$ cat src/rtl/lfsr_sink_pkg.sv
// Shared constants for the LFSR stream sink: register map, response codes,
// STATUS/CTRL bit positions and the AXI-Lite channel state encodings.
package lfsr_sink_pkg;

    localparam logic [3:0] REG_STATUS = 4'h0;
    localparam logic [3:0] REG_DATA   = 4'h4;
    localparam logic [3:0] REG_TOTAL  = 4'h8;
    localparam logic [3:0] REG_CTRL   = 4'hC;

    // Word selectors: only address bits [3:2] pick a register.
    localparam logic [1:0] SEL_STATUS = REG_STATUS[3:2];
    localparam logic [1:0] SEL_DATA   = REG_DATA[3:2];
    localparam logic [1:0] SEL_TOTAL  = REG_TOTAL[3:2];
    localparam logic [1:0] SEL_CTRL   = REG_CTRL[3:2];

    localparam logic [1:0] RESP_OKAY   = 2'b00;
    localparam logic [1:0] RESP_SLVERR = 2'b10;

    localparam int STATUS_EMPTY_BIT = 0;
    localparam int STATUS_FULL_BIT  = 1;
    localparam int STATUS_STALL_BIT = 2;
    localparam int STATUS_COUNT_LSB = 16;

    localparam int CTRL_ENABLE_BIT = 0;
    localparam int CTRL_CLEAR_BIT  = 1;

    typedef enum logic [1:0] {
        W_IDLE = 2'd0,
        W_ACK  = 2'd1,
        W_RESP = 2'd2
    } wr_state_e;

    typedef enum logic [1:0] {
        R_IDLE = 2'd0,
        R_ACK  = 2'd1,
        R_RESP = 2'd2
    } rd_state_e;

    // Register word selector from a byte address; the low two bits are ignored.
    function automatic logic [1:0] reg_sel(input logic [3:0] addr);
        return addr[3:2];
    endfunction

endpackage

$ cat src/rtl/sync_fifo.sv
// Synchronous FIFO with combinational head output. Pointers carry one extra
// MSB so full and empty are distinguished without a separate counter.
module sync_fifo
    import lfsr_sink_pkg::*;
#(
    parameter int DATA_W = 32,
    parameter int DEPTH  = 16,
    localparam int AW    = $clog2(DEPTH),
    localparam int CNT_W = AW + 1
) (
    input  logic              aclk,
    input  logic              aresetn,
    input  logic              push,
    input  logic              pop,
    input  logic              flush,
    input  logic [DATA_W-1:0] din,
    output logic [DATA_W-1:0] dout,
    output logic [CNT_W-1:0]  count,
    output logic              full,
    output logic              empty
);

    localparam logic [AW:0] PTR_ONE = {{AW{1'b0}}, 1'b1};

    logic [DATA_W-1:0] mem_r [DEPTH];
    logic [AW:0]       wr_ptr_r;
    logic [AW:0]       rd_ptr_r;
    logic              do_push_s;
    logic              do_pop_s;

    assign full      = (wr_ptr_r[AW] != rd_ptr_r[AW]) &&
                       (wr_ptr_r[AW-1:0] == rd_ptr_r[AW-1:0]);
    assign empty     = (wr_ptr_r == rd_ptr_r);
    assign count     = wr_ptr_r - rd_ptr_r;
    assign dout      = mem_r[rd_ptr_r[AW-1:0]];
    assign do_push_s = push && !full && !flush;
    assign do_pop_s  = pop && !empty && !flush;

    // Pointer update; flush returns both pointers to the start.
    always_ff @(posedge aclk or negedge aresetn) begin
        if (!aresetn) begin
            wr_ptr_r <= '0;
            rd_ptr_r <= '0;
        end else if (flush) begin
            wr_ptr_r <= '0;
            rd_ptr_r <= '0;
        end else begin
            if (do_push_s) begin
                wr_ptr_r <= wr_ptr_r + PTR_ONE;
            end
            if (do_pop_s) begin
                rd_ptr_r <= rd_ptr_r + PTR_ONE;
            end
        end
    end

    // Storage array; contents need no reset because the pointers gate visibility.
    always_ff @(posedge aclk) begin
        if (do_push_s) begin
            mem_r[wr_ptr_r[AW-1:0]] <= din;
        end
    end

endmodule

$ cat src/rtl/lfsr_stream_sink.sv
// AXI-Stream sink for the LFSR generator: buffers words in a FIFO, counts
// accepted beats, flags backpressure stalls and exposes it all over AXI-Lite.
module lfsr_stream_sink
    import lfsr_sink_pkg::*;
#(
    parameter int DATA_W = 32,
    parameter int DEPTH  = 16,
    parameter int CNT_W  = $clog2(DEPTH) + 1
) (
    input  logic              aclk,
    input  logic              aresetn,
    input  logic [DATA_W-1:0] s_axis_tdata,
    input  logic              s_axis_tvalid,
    output logic              s_axis_tready,
    input  logic [3:0]        s_axi_awaddr,
    input  logic              s_axi_awvalid,
    output logic              s_axi_awready,
    input  logic [DATA_W-1:0] s_axi_wdata,
    input  logic              s_axi_wvalid,
    output logic              s_axi_wready,
    output logic [1:0]        s_axi_bresp,
    output logic              s_axi_bvalid,
    input  logic              s_axi_bready,
    input  logic [3:0]        s_axi_araddr,
    input  logic              s_axi_arvalid,
    output logic              s_axi_arready,
    output logic [DATA_W-1:0] s_axi_rdata,
    output logic [1:0]        s_axi_rresp,
    output logic              s_axi_rvalid,
    input  logic              s_axi_rready
);

    localparam logic [CNT_W-1:0]  CNT_ONE   = {{(CNT_W-1){1'b0}}, 1'b1};
    localparam logic [CNT_W-1:0]  DEPTH_CNT = CNT_W'(DEPTH);
    localparam logic [DATA_W-1:0] TOTAL_ONE = {{(DATA_W-1){1'b0}}, 1'b1};

    wr_state_e         w_state_r, w_state_nxt_s;
    rd_state_e         r_state_r, r_state_nxt_s;

    logic              awready_r;
    logic              bvalid_r;
    logic [1:0]        bresp_r;
    logic              arready_r;
    logic              rvalid_r;
    logic [DATA_W-1:0] rdata_r;
    logic [1:0]        rresp_r;
    logic              tready_r;
    logic              enable_r;
    logic              stall_r;
    logic [DATA_W-1:0] total_r;

    logic              wr_fire_s;
    logic              rd_fire_s;
    logic              ctrl_wr_s;
    logic              clear_s;
    logic              enable_nxt_s;
    logic              beat_s;
    logic              push_s;
    logic              pop_s;
    logic [CNT_W-1:0]  cnt_nxt_s;
    logic [DATA_W-1:0] fifo_dout_s;
    logic [CNT_W-1:0]  count_s;
    logic              full_s;
    logic              empty_s;
    logic [DATA_W-1:0] status_s;
    logic [DATA_W-1:0] ctrl_s;
    logic [DATA_W-1:0] rd_data_s;
    logic [1:0]        rd_resp_s;
    logic              unused_s;

    assign s_axis_tready = tready_r;
    assign s_axi_awready = awready_r;
    assign s_axi_wready  = awready_r;
    assign s_axi_bvalid  = bvalid_r;
    assign s_axi_bresp   = bresp_r;
    assign s_axi_arready = arready_r;
    assign s_axi_rvalid  = rvalid_r;
    assign s_axi_rdata   = rdata_r;
    assign s_axi_rresp   = rresp_r;

    // Address low bits and upper CTRL data bits carry no meaning here.
    assign unused_s = ^{s_axi_awaddr[1:0], s_axi_araddr[1:0], s_axi_wdata[DATA_W-1:2]};

    // The ACK states are the cycles in which the AXI-Lite handshakes complete.
    assign wr_fire_s = (w_state_r == W_ACK);
    assign rd_fire_s = (r_state_r == R_ACK);
    assign ctrl_wr_s = wr_fire_s && (reg_sel(s_axi_awaddr) == SEL_CTRL);
    assign clear_s   = ctrl_wr_s && s_axi_wdata[CTRL_CLEAR_BIT];
    assign beat_s    = s_axis_tvalid && tready_r;
    assign push_s    = beat_s && !clear_s;
    assign pop_s     = rd_fire_s && (reg_sel(s_axi_araddr) == SEL_DATA) && !empty_s;

    sync_fifo #(
        .DATA_W (DATA_W),
        .DEPTH  (DEPTH)
    ) u_fifo (
        .aclk    (aclk),
        .aresetn (aresetn),
        .push    (push_s),
        .pop     (pop_s),
        .flush   (clear_s),
        .din     (s_axis_tdata),
        .dout    (fifo_dout_s),
        .count   (count_s),
        .full    (full_s),
        .empty   (empty_s)
    );

    // Next enable and next FIFO occupancy, used to register tready ahead of time.
    always_comb begin
        enable_nxt_s = enable_r;
        cnt_nxt_s    = count_s;
        if (ctrl_wr_s) begin
            enable_nxt_s = s_axi_wdata[CTRL_ENABLE_BIT];
        end else begin
            enable_nxt_s = enable_r;
        end
        if (clear_s) begin
            cnt_nxt_s = '0;
        end else if (push_s && !pop_s) begin
            cnt_nxt_s = count_s + CNT_ONE;
        end else if (pop_s && !push_s) begin
            cnt_nxt_s = count_s - CNT_ONE;
        end else begin
            cnt_nxt_s = count_s;
        end
    end

    // Stream-side state: enable, registered tready, beat total and sticky stall.
    always_ff @(posedge aclk or negedge aresetn) begin
        if (!aresetn) begin
            enable_r <= 1'b0;
            tready_r <= 1'b0;
            total_r  <= '0;
            stall_r  <= 1'b0;
        end else begin
            enable_r <= enable_nxt_s;
            tready_r <= enable_nxt_s && (cnt_nxt_s != DEPTH_CNT);
            if (clear_s) begin
                total_r <= '0;
                stall_r <= 1'b0;
            end else begin
                if (beat_s) begin
                    total_r <= total_r + TOTAL_ONE;
                end
                if (enable_r && s_axis_tvalid && full_s) begin
                    stall_r <= 1'b1;
                end
            end
        end
    end

    // Write channel next-state: accept only when address and data arrive together.
    always_comb begin
        w_state_nxt_s = w_state_r;
        case (w_state_r)
            W_IDLE: begin
                if (s_axi_awvalid && s_axi_wvalid) begin
                    w_state_nxt_s = W_ACK;
                end else begin
                    w_state_nxt_s = W_IDLE;
                end
            end
            W_ACK: begin
                w_state_nxt_s = W_RESP;
            end
            W_RESP: begin
                if (s_axi_bready) begin
                    w_state_nxt_s = W_IDLE;
                end else begin
                    w_state_nxt_s = W_RESP;
                end
            end
            default: begin
                w_state_nxt_s = W_IDLE;
            end
        endcase
    end

    // Write channel state and its registered handshake outputs.
    always_ff @(posedge aclk or negedge aresetn) begin
        if (!aresetn) begin
            w_state_r <= W_IDLE;
            awready_r <= 1'b0;
            bvalid_r  <= 1'b0;
            bresp_r   <= RESP_OKAY;
        end else begin
            w_state_r <= w_state_nxt_s;
            awready_r <= (w_state_nxt_s == W_ACK);
            bvalid_r  <= (w_state_nxt_s == W_RESP);
            if (wr_fire_s) begin
                bresp_r <= RESP_OKAY;
            end
        end
    end

    // Read channel next-state: one address accepted per outstanding response.
    always_comb begin
        r_state_nxt_s = r_state_r;
        case (r_state_r)
            R_IDLE: begin
                if (s_axi_arvalid && !rvalid_r) begin
                    r_state_nxt_s = R_ACK;
                end else begin
                    r_state_nxt_s = R_IDLE;
                end
            end
            R_ACK: begin
                r_state_nxt_s = R_RESP;
            end
            R_RESP: begin
                if (s_axi_rready) begin
                    r_state_nxt_s = R_IDLE;
                end else begin
                    r_state_nxt_s = R_RESP;
                end
            end
            default: begin
                r_state_nxt_s = R_IDLE;
            end
        endcase
    end

    // Readback mux evaluated against the state seen in the address handshake cycle.
    always_comb begin
        status_s                                  = '0;
        status_s[STATUS_EMPTY_BIT]                = empty_s;
        status_s[STATUS_FULL_BIT]                 = full_s;
        status_s[STATUS_STALL_BIT]                = stall_r;
        status_s[STATUS_COUNT_LSB +: CNT_W]       = count_s;
        ctrl_s                                    = '0;
        ctrl_s[CTRL_ENABLE_BIT]                   = enable_r;
        rd_data_s                                 = '0;
        rd_resp_s                                 = RESP_OKAY;
        case (reg_sel(s_axi_araddr))
            SEL_STATUS: rd_data_s = status_s;
            SEL_DATA: begin
                if (!empty_s) begin
                    rd_data_s = fifo_dout_s;
                    rd_resp_s = RESP_OKAY;
                end else begin
                    rd_data_s = '0;
                    rd_resp_s = RESP_SLVERR;
                end
            end
            SEL_TOTAL:  rd_data_s = total_r;
            SEL_CTRL:   rd_data_s = ctrl_s;
            default:    rd_data_s = '0;
        endcase
    end

    // Read channel state, handshake outputs and response capture.
    always_ff @(posedge aclk or negedge aresetn) begin
        if (!aresetn) begin
            r_state_r <= R_IDLE;
            arready_r <= 1'b0;
            rvalid_r  <= 1'b0;
            rdata_r   <= '0;
            rresp_r   <= RESP_OKAY;
        end else begin
            r_state_r <= r_state_nxt_s;
            arready_r <= (r_state_nxt_s == R_ACK);
            rvalid_r  <= (r_state_nxt_s == R_RESP);
            if (rd_fire_s) begin
                rdata_r <= rd_data_s;
                rresp_r <= rd_resp_s;
            end
        end
    end

endmodule

$ cat config.mk
export PLATFORM = sky130hd
export DESIGN_NAME = lfsr_stream_sink
export DESIGN_NICKNAME = d
export VERILOG_FILES = /design/src/rtl/lfsr_sink_pkg.sv /design/src/rtl/sync_fifo.sv /design/src/rtl/lfsr_stream_sink.sv
export SDC_FILE = /design/constraint.sdc
export NUM_CORES = 1
export LEC_CHECK = 0
export CAP_MARGIN = 20
export CORE_ASPECT_RATIO = 1.2
export CORE_UTILIZATION = 55
export CTS_BUF_LIST = sky130_fd_sc_hd__clkbuf_8
export CTS_CLUSTER_DIAMETER = 120
export CTS_CLUSTER_SIZE = 14
export DETAILED_ROUTE_END_ITERATION = 7
export PLACE_DENSITY_LB_ADDON = 0.08
export SYNTH_ARGS = -nofsm -noshare
export SYNTH_HDL_FRONTEND = slang
export SYNTH_HIERARCHICAL = 1
export SYNTH_SLANG_ARGS = --single-unit
$ cat constraint.sdc
create_clock -name aclk -period 7.5 [get_ports aclk]
set_input_delay 1.5 -clock aclk [delete_from_list [all_inputs] [get_ports aclk]]
set_output_delay 1.5 -clock aclk [all_outputs]
set_load 0.05 [all_outputs]
* Word-level counts from Yosys, hierarchy flattened
Memory sizes are Yosys's and may differ from the RTL's.
Cells that the tools add are included.
** Storage, ports and cells
- Input bits :: 80
- Output and inout bits :: 42
- Flip-flop bits (word level) :: 87
- Memories :: 1
- Memory bits (writable) :: 512
** Operators by class
- Equal/unequal tests :: 16
- Mux-type cells :: 24
- Add/sub/neg operators :: 6
- Reduce and logical (&&, ||, !) cells :: 31
** Memories
- u_fifo.mem_r :: words 16, bits a word 32, rd ports 1, clocked after Yosys merged registers in 0, wr ports 1, RTL line sync_fifo.sv:25 : logic [DATA_W-1:0] mem_r [DEPTH];
** Operators with widths (number)
- one-hot mux 32 bit (4 select lines) :: 1
- two-way mux 32 bit :: 3
- two-way mux 5 bit :: 7
- adder 32 x 1 -> 32 bit, second input constant :: 1
- logical AND 1 bit :: 18
- adder 5 x 1 -> 5 bit, second input constant :: 3
- equality test 2 bit, second input constant :: 7
- one-hot mux 2 bit (3 select lines) :: 2
- equality test 2 x 1 -> 1 bit, second input constant :: 5
- two-way mux 2 bit :: 4
- nonzero test 2 bit :: 4
- two-way mux 1 bit :: 7
- zero test 1 bit :: 6
- zero test 2 bit :: 3
- equality test 5 bit :: 1
- != test 5 bit, second input constant :: 1
- subtractor 5 x 1 -> 5 bit, second input constant :: 1
- subtractor 5 bit :: 1
- equality test 4 bit :: 1
- != test 1 bit :: 1

* Logic depth before layout (Yosys ltp)
Gate-level depths: netlist of the first run.
- Depth in word-level cells :: 12
- Depth in mapped cells :: 13

* Cells and area by module
Netlist of the first run, hierarchy kept.
** By module, submodules not included
- sync_fifo :: area each 20239.4 um^2, cells an instance 954, times used 1
- lfsr_stream_sink :: area each 3807.4 um^2, cells an instance 401, times used 1

* Worst setup path before layout of the first run
OpenSTA, ideal clock, no wires.
- Kind :: in2reg
- Start :: input port s_axis_tvalid
- End :: memory u_fifo.mem_r[0][0] (enable)
- Data required time :: 7.039 ns
- Stages :: 7
- Setup time :: 0.461 ns
- Buffers on the path :: 1
- Slack :: 2.217 ns
- Data arrival time :: 4.822 ns
- Cell sequence :: and2_1 clkbuf_1 o21a_1 inv_1 a211oi_1 nand2_1 nor3_1
** On the way
- Word-level cells in the longest chain between the ends :: 6
** Ends and longest elaborated chain
- start, declared :: RTL line lfsr_stream_sink.sv:13 : input logic s_axis_tvalid,
- logical AND 1 bit :: RTL line lfsr_stream_sink.sv:89 : assign beat_s = s_axis_tvalid && tready_r;
- logical AND 1 bit :: RTL line lfsr_stream_sink.sv:90 : assign push_s = beat_s && !clear_s;
- via push_s :: RTL line lfsr_stream_sink.sv:58 : logic push_s;
- logical AND 1 bit (2 in a row) :: RTL line sync_fifo.sv:36 : assign do_push_s = push && !full && !flush;
- two-way mux 1 bit :: RTL line sync_fifo.sv:59 : if (do_push_s) begin
- two-way mux 1 bit (not written as such) :: RTL line sync_fifo.sv:60 : mem_r[wr_ptr_r[AW-1:0]] <= din;
- end, declared :: RTL line sync_fifo.sv:25
The timed path passes the listed nets, and every way through them passes these cells.

* Final worst setup path of the first run
- Start :: input port s_axis_tvalid
- End :: memory u_fifo.mem_r[1][10] (enable)
Same word-level chain as after synthesis.

==> impl_metrics.tcl, run 1 <==
set metrics [dict create \
    violations "DRC" \
    yosys.area.top_type_share_pct 63.9 \
    synth_edf_count 512 \
    worst_path_largest_cell_delay_ns 0.81 \
    min_path_type "reg2reg" \
    holdWs_ns 0.458 \
    p_per_area_nw_per_um2 334 \
    cts_tree "built" \
    nets 1530 \
    grt_pass1_vias 12400 \
    slew_viol_final 0 \
    routed_wl_mm 50.8 \
    placedCellCount 1939 \
    finalSetupTns_ns 0 \
    die-area_um2 44600 \
    hpwl_mm 28.8 \
    fin_total_pwr_mw 8.79 \
    tightestPinTransition_ns 1.11 \
    route.vias.total 12300 \
    synth_cells 1355 \
    drive_gt1_share_pct 14.8 \
    critPathArrivalTime_ns 4.98 \
    endpoint_kind "register" \
    register_area_um2 17500 \
    insertion_delay_ns 0.66 \
    ys_top_cells_by_area "edfxtp_1, mux4_2, dfrtp_1, mux2i_1, a221oi_1" \
    critical_path_depth 8 \
    critPathBufInv 3 \
    rsz0062_at_grt "false" \
    yosysMostFrequentCell "edfxtp_1" \
    wl_per_cell_um 25.3 \
    synth_top_area_cell "edfxtp_1" \
    cp_top_family "simple AND/OR/NAND/NOR gates" \
    ys_types 53 \
    clock_path_buffers 3 \
    htreeDepth 2 \
    crit_slowest_cell "nor3_2" \
    cp-start-kind "primary input" \
    cts_hold_buf 0 \
    post-cts-setup-buffer-count 0 \
    worstPathRequired_ns 7.78 \
    post-route-min-period_ns 4.70 \
    cts_resized 0 \
    synthFlopType "edfxtp_1" \
    overflow 0 \
    grt_util_met2_pct 38.6 \
    post-place-ws_ns 2.06 \
    critPathMaxFanout 24 \
    die_h_um 231 \
    fillers 3138 \
    status "finished with violations" \
    first_pass_iters 8 \
    clkSlewWorstSetupHoldPaths_ns 0.09 \
    grt_use_met1_pct 32.4 \
    min_path_cells 1 \
    syn_avg_cell_area_um2 17.7 \
    placed_area_um2 25500 \
    grt_antenna_before_repair 3 \
    yosysWarningCount 6 \
    area_growth_pct 9.50 \
    root_buffer "clkbuf_8" \
    cp_cell_sequence "clkdlybuf4s50_1 -> and2_1 -> o21a_1 -> inv_1 -> a211oi_1 -> nand2_1 -> nor3_2 -> buf_4" \
    top_usage_layer "met2" \
    max-vdd-ir-drop_v 0.000262 \
    relSlewSlack_pct 25.6 \
    r2r.worst_path.cells 7 \
    drc_errors 15 \
    core_um2 43000 \
    maxCapViolCount 0 \
    io_buffers 84 \
    synth_area_um2 24000 \
    grt_pass1_wl_mm 76.6 \
    timing_worst_setup_path_type "in2reg" \
    antenna_cells 0 \
    met3_usage_pct 5.03 \
    p_leak_nw 8.77 \
    fmax_mhz 213 \
    rows 83 \
    setup_ws_ns 2.80 \
    drtIter0Drc 795 \
    fin_cells 2008 \
    antenna_left 0 \
    grt_start_max_net_pins 98 \
    hold_viol_final 0 \
    synth_common_cells "edfxtp_1, nor2_1, mux2i_1" \
    multi_input_area_um2 6170 \
    skew_ns 0.0360 \
    ys_async_sr_fraction_pct 14.4 \
    cts_buffers 48 \
    ios 122 \
    synth-seq-cells 598 \
    finish.utilization_pct 61.2 \
    post-route-cell-area_um2 26300 \
    die_w_um 193 \
    start_util_pct 55.9 \
    grt_usage_pct 23.7 \
    cts_sinks 598 \
    place_congestion 0.801 \
    fin_crit_sh_pct 62.7 \
    setup_viol 0 \
    viasPerCell 6.11 \
    yosysSeqAreaShare_pct 72.9 \
]
## sequential cells by signal, summed over array words and instances, names as in the netlist
register	flops
s_axi_rresp	1
total_r	32
u_fifo/rd_ptr_r	5
s_axi_rdata	32
s_axi_arready	1
r_state_r	2
u_fifo/wr_ptr_r	5
stall_r	1
s_axi_rvalid	1
w_state_r	2
u_fifo/mem_r	512
enable_r	1
s_axi_bvalid	1
s_axi_awready	1
s_axis_tready	1
## path summary, 6_finish.rpt
kind	startpoint	to	slack (ns)
max reg2reg	u_fifo/rd_ptr_r[2]$_DFFE_PN0P_	u_fifo/mem_r[1][10]$_DFFE_PP_	2.94
max in group asynchronous	aresetn	u_fifo/rd_ptr_r[0]$_DFFE_PN0P_	5.62
max	s_axis_tvalid	u_fifo/mem_r[1][10]$_DFFE_PP_	2.80
min reg2reg	s_axi_rvalid$_DFF_PN0_	s_axi_arready$_DFF_PN0_	0.46
min	s_axi_rvalid$_DFF_PN0_	s_axi_arready$_DFF_PN0_	0.46
min in group asynchronous	aresetn	u_fifo/wr_ptr_r[3]$_DFFE_PN0P_	0.72
## layout make-up
type / instances / area share (%)
Clock buffer: 50 / 2.61
Clock inverter: 19 / 0.390
Inverter: 15 / 0.214
Multi-Input combinational cell: 660 / 23.4
Sequential cell: 598 / 66.6
Tap cell: 552 / 2.62
Timing Repair Buffer: 114 / 4.11
## cell families after synthesis
group | Yosys count | synth area share, %
AND/OR/NAND/NOR | 227 | 4.55
flip-flops | 598 | 72.9
adder cells (fa/ha/maj) | 13 | 0.708
XOR/XNOR | 43 | 1.60
buffers and inverters | 99 | 2.08
other | 1 | 0.0156
AO/OA/AOI/OAI | 168 | 4.58
multiplexers | 206 | 13.6
## placed cells by master (no fill, tap or decap), drive strengths merged, types with 10 or more instances in the layout
cell type      instances
xor2                  31
nand3                 14
xnor2                 12
mux4                  96
a221oi                56
dfrtp                 86
inv                   33
clkdlybuf4s50         83
a21oi                 10
mux2i                108
nand4                 20
buf                   31
nor2                 116
edfxtp               512
nand2                 34
clkbuf                50
o21ai                 81
ha                    12
## layer usage
metal / up-vias / part of all wire (%)
met2: 317 / 49
met5: - / 0.079
met4: 6 / 1.9
met1: 6385 / 42
li1: 5497 / -
met3: 68 / 6.5
## power breakdown
part | switching, mW | total [mW] | internal (mW)
clock | 1.00 | 1.64 | 0.643
combinational | 1.80 | 2.98 | 1.18
sequential | 0.290 | 4.16 | 3.87
total | 3.09 | 8.79 | 5.70
Note: power is estimated with default switching activity, not from simulation.
==> run 2, diff against run 1 <==
==> constraint.sdc (replaced) <==
create_clock -name aclk -period 3.8 [get_ports aclk]
set_input_delay 0.76 -clock aclk [delete_from_list [all_inputs] [get_ports aclk]]
set_output_delay 0.76 -clock aclk [all_outputs]
set_load 0.05 [all_outputs]
==> run 2 against run 1 <==
  * The run still ends with DRC left
  * Worst hold slack worse by 0.33 ns
  * Utilization up 0.67 points
  * Clock power rose by 98%
  * Die area unchanged
==> impl_metrics.tcl, run 2 (synthesis results as in run 1) <==
set metrics [dict create \
    p_seq_share_pct 45.6 \
    min_path_type "in2async" \
    grt_pass1_vias 12500 \
    final_common_cell "edfxtp_1" \
    cp_top_family "simple AND/OR/NAND/NOR gates" \
    p_leak_nw 8.87 \
    setup_viol 0 \
    drc_errors 10 \
    status "finished with violations" \
    rows 83 \
    core_um2 43000 \
    cp_cell_sequence "inv_1 -> ha_1 -> nand4_1 -> nor2_1 -> or3b_2 -> nor2_1 -> o21ai_2 -> or3_1 -> a21oi_1" \
    grt_start_max_net_pins 69 \
    endpoint "u_fifo/rd_ptr_r[3]$_DFFE_PN0P_" \
    max-vdd-ir-drop_v 0.000357 \
    relSlewSlack_pct 25.0 \
    swShare_pct 35.2 \
    cp_common_cell "nor2_1" \
    post-route-cell-area_um2 26600 \
    placedCellCount 1956 \
    antenna_left 0 \
    die-area_um2 44600 \
    worst_path_largest_cell_delay_ns 0.59 \
    r2r_end "u_fifo/rd_ptr_r[3]$_DFFE_PN0P_" \
    skew_ns 0.0317 \
    worstPathRequired_ns 4.40 \
    die_w_um 193 \
    endpoint_kind "register" \
    p_int_mw 11.3 \
    cts_buffers 48 \
    insertion_delay_ns 0.67 \
    htreeDepth 2 \
    clkPwrFrac_pct 18.6 \
    nets 1547 \
    fin_crit_sh_pct 84.4 \
    tightestPinTransition_ns 1.12 \
    hpwl_mm 30.2 \
    power_frac_comb_pct 35.8 \
    wl_per_cell_um 24.3 \
    p_per_area_nw_per_um2 655 \
    critical_path_depth 9 \
    timing_worst_setup_path_type "reg2reg" \
    first_pass_iters 8 \
    area_growth_pct 10.7 \
    fillers 3161 \
    crit_slowest_cell "dfrtp_4" \
    grt_antenna_before_repair 1 \
    register_area_um2 17500 \
    crit_start "u_fifo/rd_ptr_r[2]$_DFFE_PN0P_" \
    clkSlewWorstSetupHoldPaths_ns 0.09 \
    fmax_mhz 312 \
    io_buffers 84 \
    cts_sinks 598 \
    fin_cells 2025 \
    clock_path_buffers 3 \
    grt_usage_pct 22.8 \
    cts_tree "built" \
    violations "DRC" \
    multi_input_area_um2 6200 \
    antenna_cells 0 \
    regToRegSetupSlack_ns 0.59 \
    hold_viol_final 0 \
    routed_wl_mm 49.2 \
    cp-start-kind "register" \
    slew_viol_final 0 \
    cts_hold_buf 0 \
    drive_gt1_share_pct 15.8 \
    ios 122 \
    maxCapViolCount 0 \
    r2r.worst_path.cells 9 \
    p_sw_mw 6.14 \
    grt_pass1_wl_mm 74.0 \
    critPathBufInv 1 \
    post-route-min-period_ns 3.21 \
    viasPerCell 6.11 \
    r2r-start "u_fifo/rd_ptr_r[2]$_DFFE_PN0P_" \
    largest_register_ffs 512 \
    cts_resized 0 \
    place_congestion 0.805 \
    die_h_um 231 \
    placed_area_um2 25800 \
    critPathMaxFanout 20 \
    critPathArrivalTime_ns 3.81 \
    layout_common_cells "edfxtp_1, mux2i_1, nor2_1" \
    overflow 0 \
    rsz0062_at_grt "false" \
    drtIter0Drc 959 \
    root_buffer "clkbuf_8" \
    start_util_pct 55.9 \
    route.vias.total 12400 \
    post-cts-setup-buffer-count 0 \
]
==> run 2: how the worst min path moves through the flow <==
stage	start	endpoint	slack, ns
floorplan	aresetn	enable_r$_DFF_PN0_	0.46
global placement	s_axi_rvalid$_DFF_PN0_	r_state_r[0]$_DFF_PN0_	0.44
detailed placement	s_axi_rvalid$_DFF_PN0_	r_state_r[0]$_DFF_PN0_	0.46
CTS	aresetn	total_r[12]$_DFFE_PN0P_	0.1
global route	aresetn	s_axi_rdata[17]$_DFFE_PN0N_	0.14
finish	aresetn	total_r[12]$_DFFE_PN0P_	0.12
==> run 2: final cells by class <==
type,count,area share (%)
flip-flops and latches,598,65.9
multi-input cells,660,23.3
repair buffers,131,5.09
well taps,552,2.59
clock buffers,48,2.48
clock inverters,21,0.456
inverters,15,0.212
==> run 2: routing by layer <==
metal	GRT usage (%)	vias to the layer above	share of wire, %
met5	0	-	0
met4	5.95	0	1.9
met3	4.22	69	5.7
met2	35.8	329	49
met1	33.0	6446	44
li1	-	5533	-
==> run 2: through the flow <==
| step | power (mW) | hold WS [ns] | worst slack [ns] | utilization, % | setup TNS (ns) |
|---|---|---|---|---|---|
| after floorplan | 12.4 | 0.462 | -0.149 | - | -57.33 |
| after global placement | 14.3 | 0.443 | 0.283 | 60.1 | 0 |
| after detailed placement | 14.4 | 0.460 | 0.222 | 60.1 | 0 |
| after CTS | 17.6 | 0.0972 | 0.633 | 61.9 | 0 |
| after global routing | 18.3 | 0.139 | 0.471 | 61.9 | 0 |
| final | 17.4 | 0.125 | 0.594 | 61.9 | 0 |
==> run 2: power by group through the flow <==
stage	Combinational, mW	Clock, mW	Sequential, mW
after CTS	6.27	3.36	7.96
after detailed placement	6.25	0	8.11
after global placement	6.18	0	8.09
after global routing	6.70	3.59	8.02
final	6.23	3.25	7.96
after floorplan	3.78	0	8.63
==> run 3, diff against run 2 <==
==> constraint.sdc (replaced) <==
create_clock -name aclk -period 3.2 [get_ports aclk]
set_input_delay 0.64 -clock aclk [delete_from_list [all_inputs] [get_ports aclk]]
set_output_delay 0.64 -clock aclk [all_outputs]
set_load 0.05 [all_outputs]
==> run 3 against run 2 <==
  * The flow still finishes with violations (DRC)
  * Total power up 20%
  * Clock power up 19%
  * Sequential share of layout area down 0.68 points
  * Critical endpoint unchanged
  * Highest routed layer unchanged
==> impl_metrics.tcl, run 3 (synthesis results as in run 1) <==
set metrics [dict create \
    timing_worst_setup_path_type "reg2reg" \
    viasPerCell 6.09 \
    clock_path_buffers 3 \
    grt_pass1_wl_mm 78.1 \
    crit_slowest_cell "dfrtp_4" \
    tightestPinTransition_ns 0.851 \
    fin_cells 2041 \
    nets 1563 \
    fmax_mhz 358 \
    placedCellCount 1972 \
    final_common_cell "edfxtp_1" \
    cts_hold_buf 0 \
    place_congestion 0.846 \
    overflow 0 \
    post-route-cell-area_um2 26900 \
    htreeDepth 2 \
    grt_start_max_net_pins 100 \
    insertion_delay_ns 0.65 \
    die-area_um2 44600 \
    wl_per_cell_um 25.2 \
    critPathArrivalTime_ns 3.37 \
    endpoint_kind "register" \
    ios 122 \
    setup_ws_ns 0.405 \
    antenna_cells 0 \
    layout_common_cells "edfxtp_1, mux2i_1, nor2_1" \
    cp_cell_sequence "inv_1 -> ha_1 -> nand4_1 -> nor2_1 -> or3b_2 -> nor2_1 -> o21ai_2 -> or3_1 -> a21oi_1" \
    setup_viol 0 \
    skew_ns 0.0116 \
    route.vias.total 12400 \
    cts_buffers 48 \
    p_leak_nw 9.00 \
    rows 83 \
    max-vdd-ir-drop_v 0.000515 \
    relSlewSlack_pct 42.6 \
    min_path_type "in2async" \
    holdWs_ns 0.0530 \
    violations "DRC" \
    multi_input_area_um2 6220 \
    hpwl_mm 31.1 \
    largest_register_ffs 512 \
    cts_resized 0 \
    cts_tree "built" \
    critPathMaxFanout 7 \
    fin_crit_sh_pct 87.3 \
    cp_common_cell "nor2_1" \
    drc_errors 11 \
    p_per_area_nw_per_um2 778 \
    routed_wl_mm 51.5 \
    clkSlewWorstSetupHoldPaths_ns 0.09 \
    root_buffer "clkbuf_8" \
    maxCapViolCount 0 \
    status "finished with violations" \
    grt_usage_pct 24.2 \
    drive_gt1_share_pct 17.1 \
    io_buffers 84 \
    rsz0062_at_grt "false" \
    cp_top_family "simple AND/OR/NAND/NOR gates" \
    antenna_left 0 \
    register_area_um2 17500 \
    drtIter0Drc 936 \
    die_w_um 193 \
    grt_pass1_vias 12800 \
    placed_area_um2 26100 \
    post-cts-setup-buffer-count 0 \
    worstPathRequired_ns 3.78 \
    start_util_pct 55.9 \
    slew_viol_final 0 \
    worst_path_largest_cell_delay_ns 0.50 \
    cp-start-kind "register" \
    post-place-ws_ns 0.153 \
    post-route-min-period_ns 2.79 \
    critPathBufInv 1 \
    die_h_um 231 \
    first_pass_iters 7 \
    cts_sinks 598 \
    grt_antenna_before_repair 0 \
    core_um2 43000 \
    area_growth_pct 11.8 \
    fillers 3111 \
    hold_viol_final 0 \
]
==> run 3: report_power, final <==
part / switching (mW) / total, mW / internal (mW) / leakage, nW
sequential: 0.315 / 9.39 / 9.08 / 5.72
clock: 2.35 / 3.86 / 1.51 / 0.469
combinational: 4.70 / 7.67 / 2.98 / 2.82
total: 7.36 / 20.9 / 13.6 / 9.00
==> run 3: final timing paths <==
path | startpoint | depth (start not counted) | endpoint | slack (ns)
setup / recovery | u_fifo/rd_ptr_r[2]$_DFFE_PN0P_ | 9 | u_fifo/rd_ptr_r[3]$_DFFE_PN0P_ | 0.41
hold / removal | aresetn | 1 | s_axi_rdata[8]$_DFFE_PN0N_ | 0.05
setup reg to reg | u_fifo/rd_ptr_r[2]$_DFFE_PN0P_ | 9 | u_fifo/rd_ptr_r[3]$_DFFE_PN0P_ | 0.41
hold reg to reg | s_axi_rvalid$_DFF_PN0_ | 1 | r_state_r[0]$_DFF_PN0_ | 0.47
max in group asynchronous | aresetn | 2 | u_fifo/rd_ptr_r[0]$_DFFE_PN0P_ | 2.39
min in group aclk | s_axi_rvalid$_DFF_PN0_ | 1 | r_state_r[0]$_DFF_PN0_ | 0.47
==> run 3: area by class of cell <==
class                      instances  share of cell area [%]
sequential                       598                    65.2
multi-input combinational        660                    23.1
timing repair buffer             147                    5.95
tap                              552                    2.57
clock buffer                      50                    2.56
clock inverter                    19                   0.381
inverter                          15                   0.209
==> run 3: per-stage QoR <==
step / utilization, % / power, mW / setup TNS [ns]
finish: 62.6 / 20.9 / 0
global route: 62.6 / 22.0 / 0
CTS: 62.6 / 21.2 / 0
detailed placement: 60.7 / 17.3 / 0
global placement: 60.7 / 17.2 / 0
floorplan: - / 14.8 / -3.32
==> run 3: layer usage <==
layer	vias up	track usage, %	share of wire, %
met4	0	7.48	2.4
met3	66	3.82	5.4
li1	5558	-	-
met5	-	0	0
met2	334	39.8	50
met1	6472	33.3	42
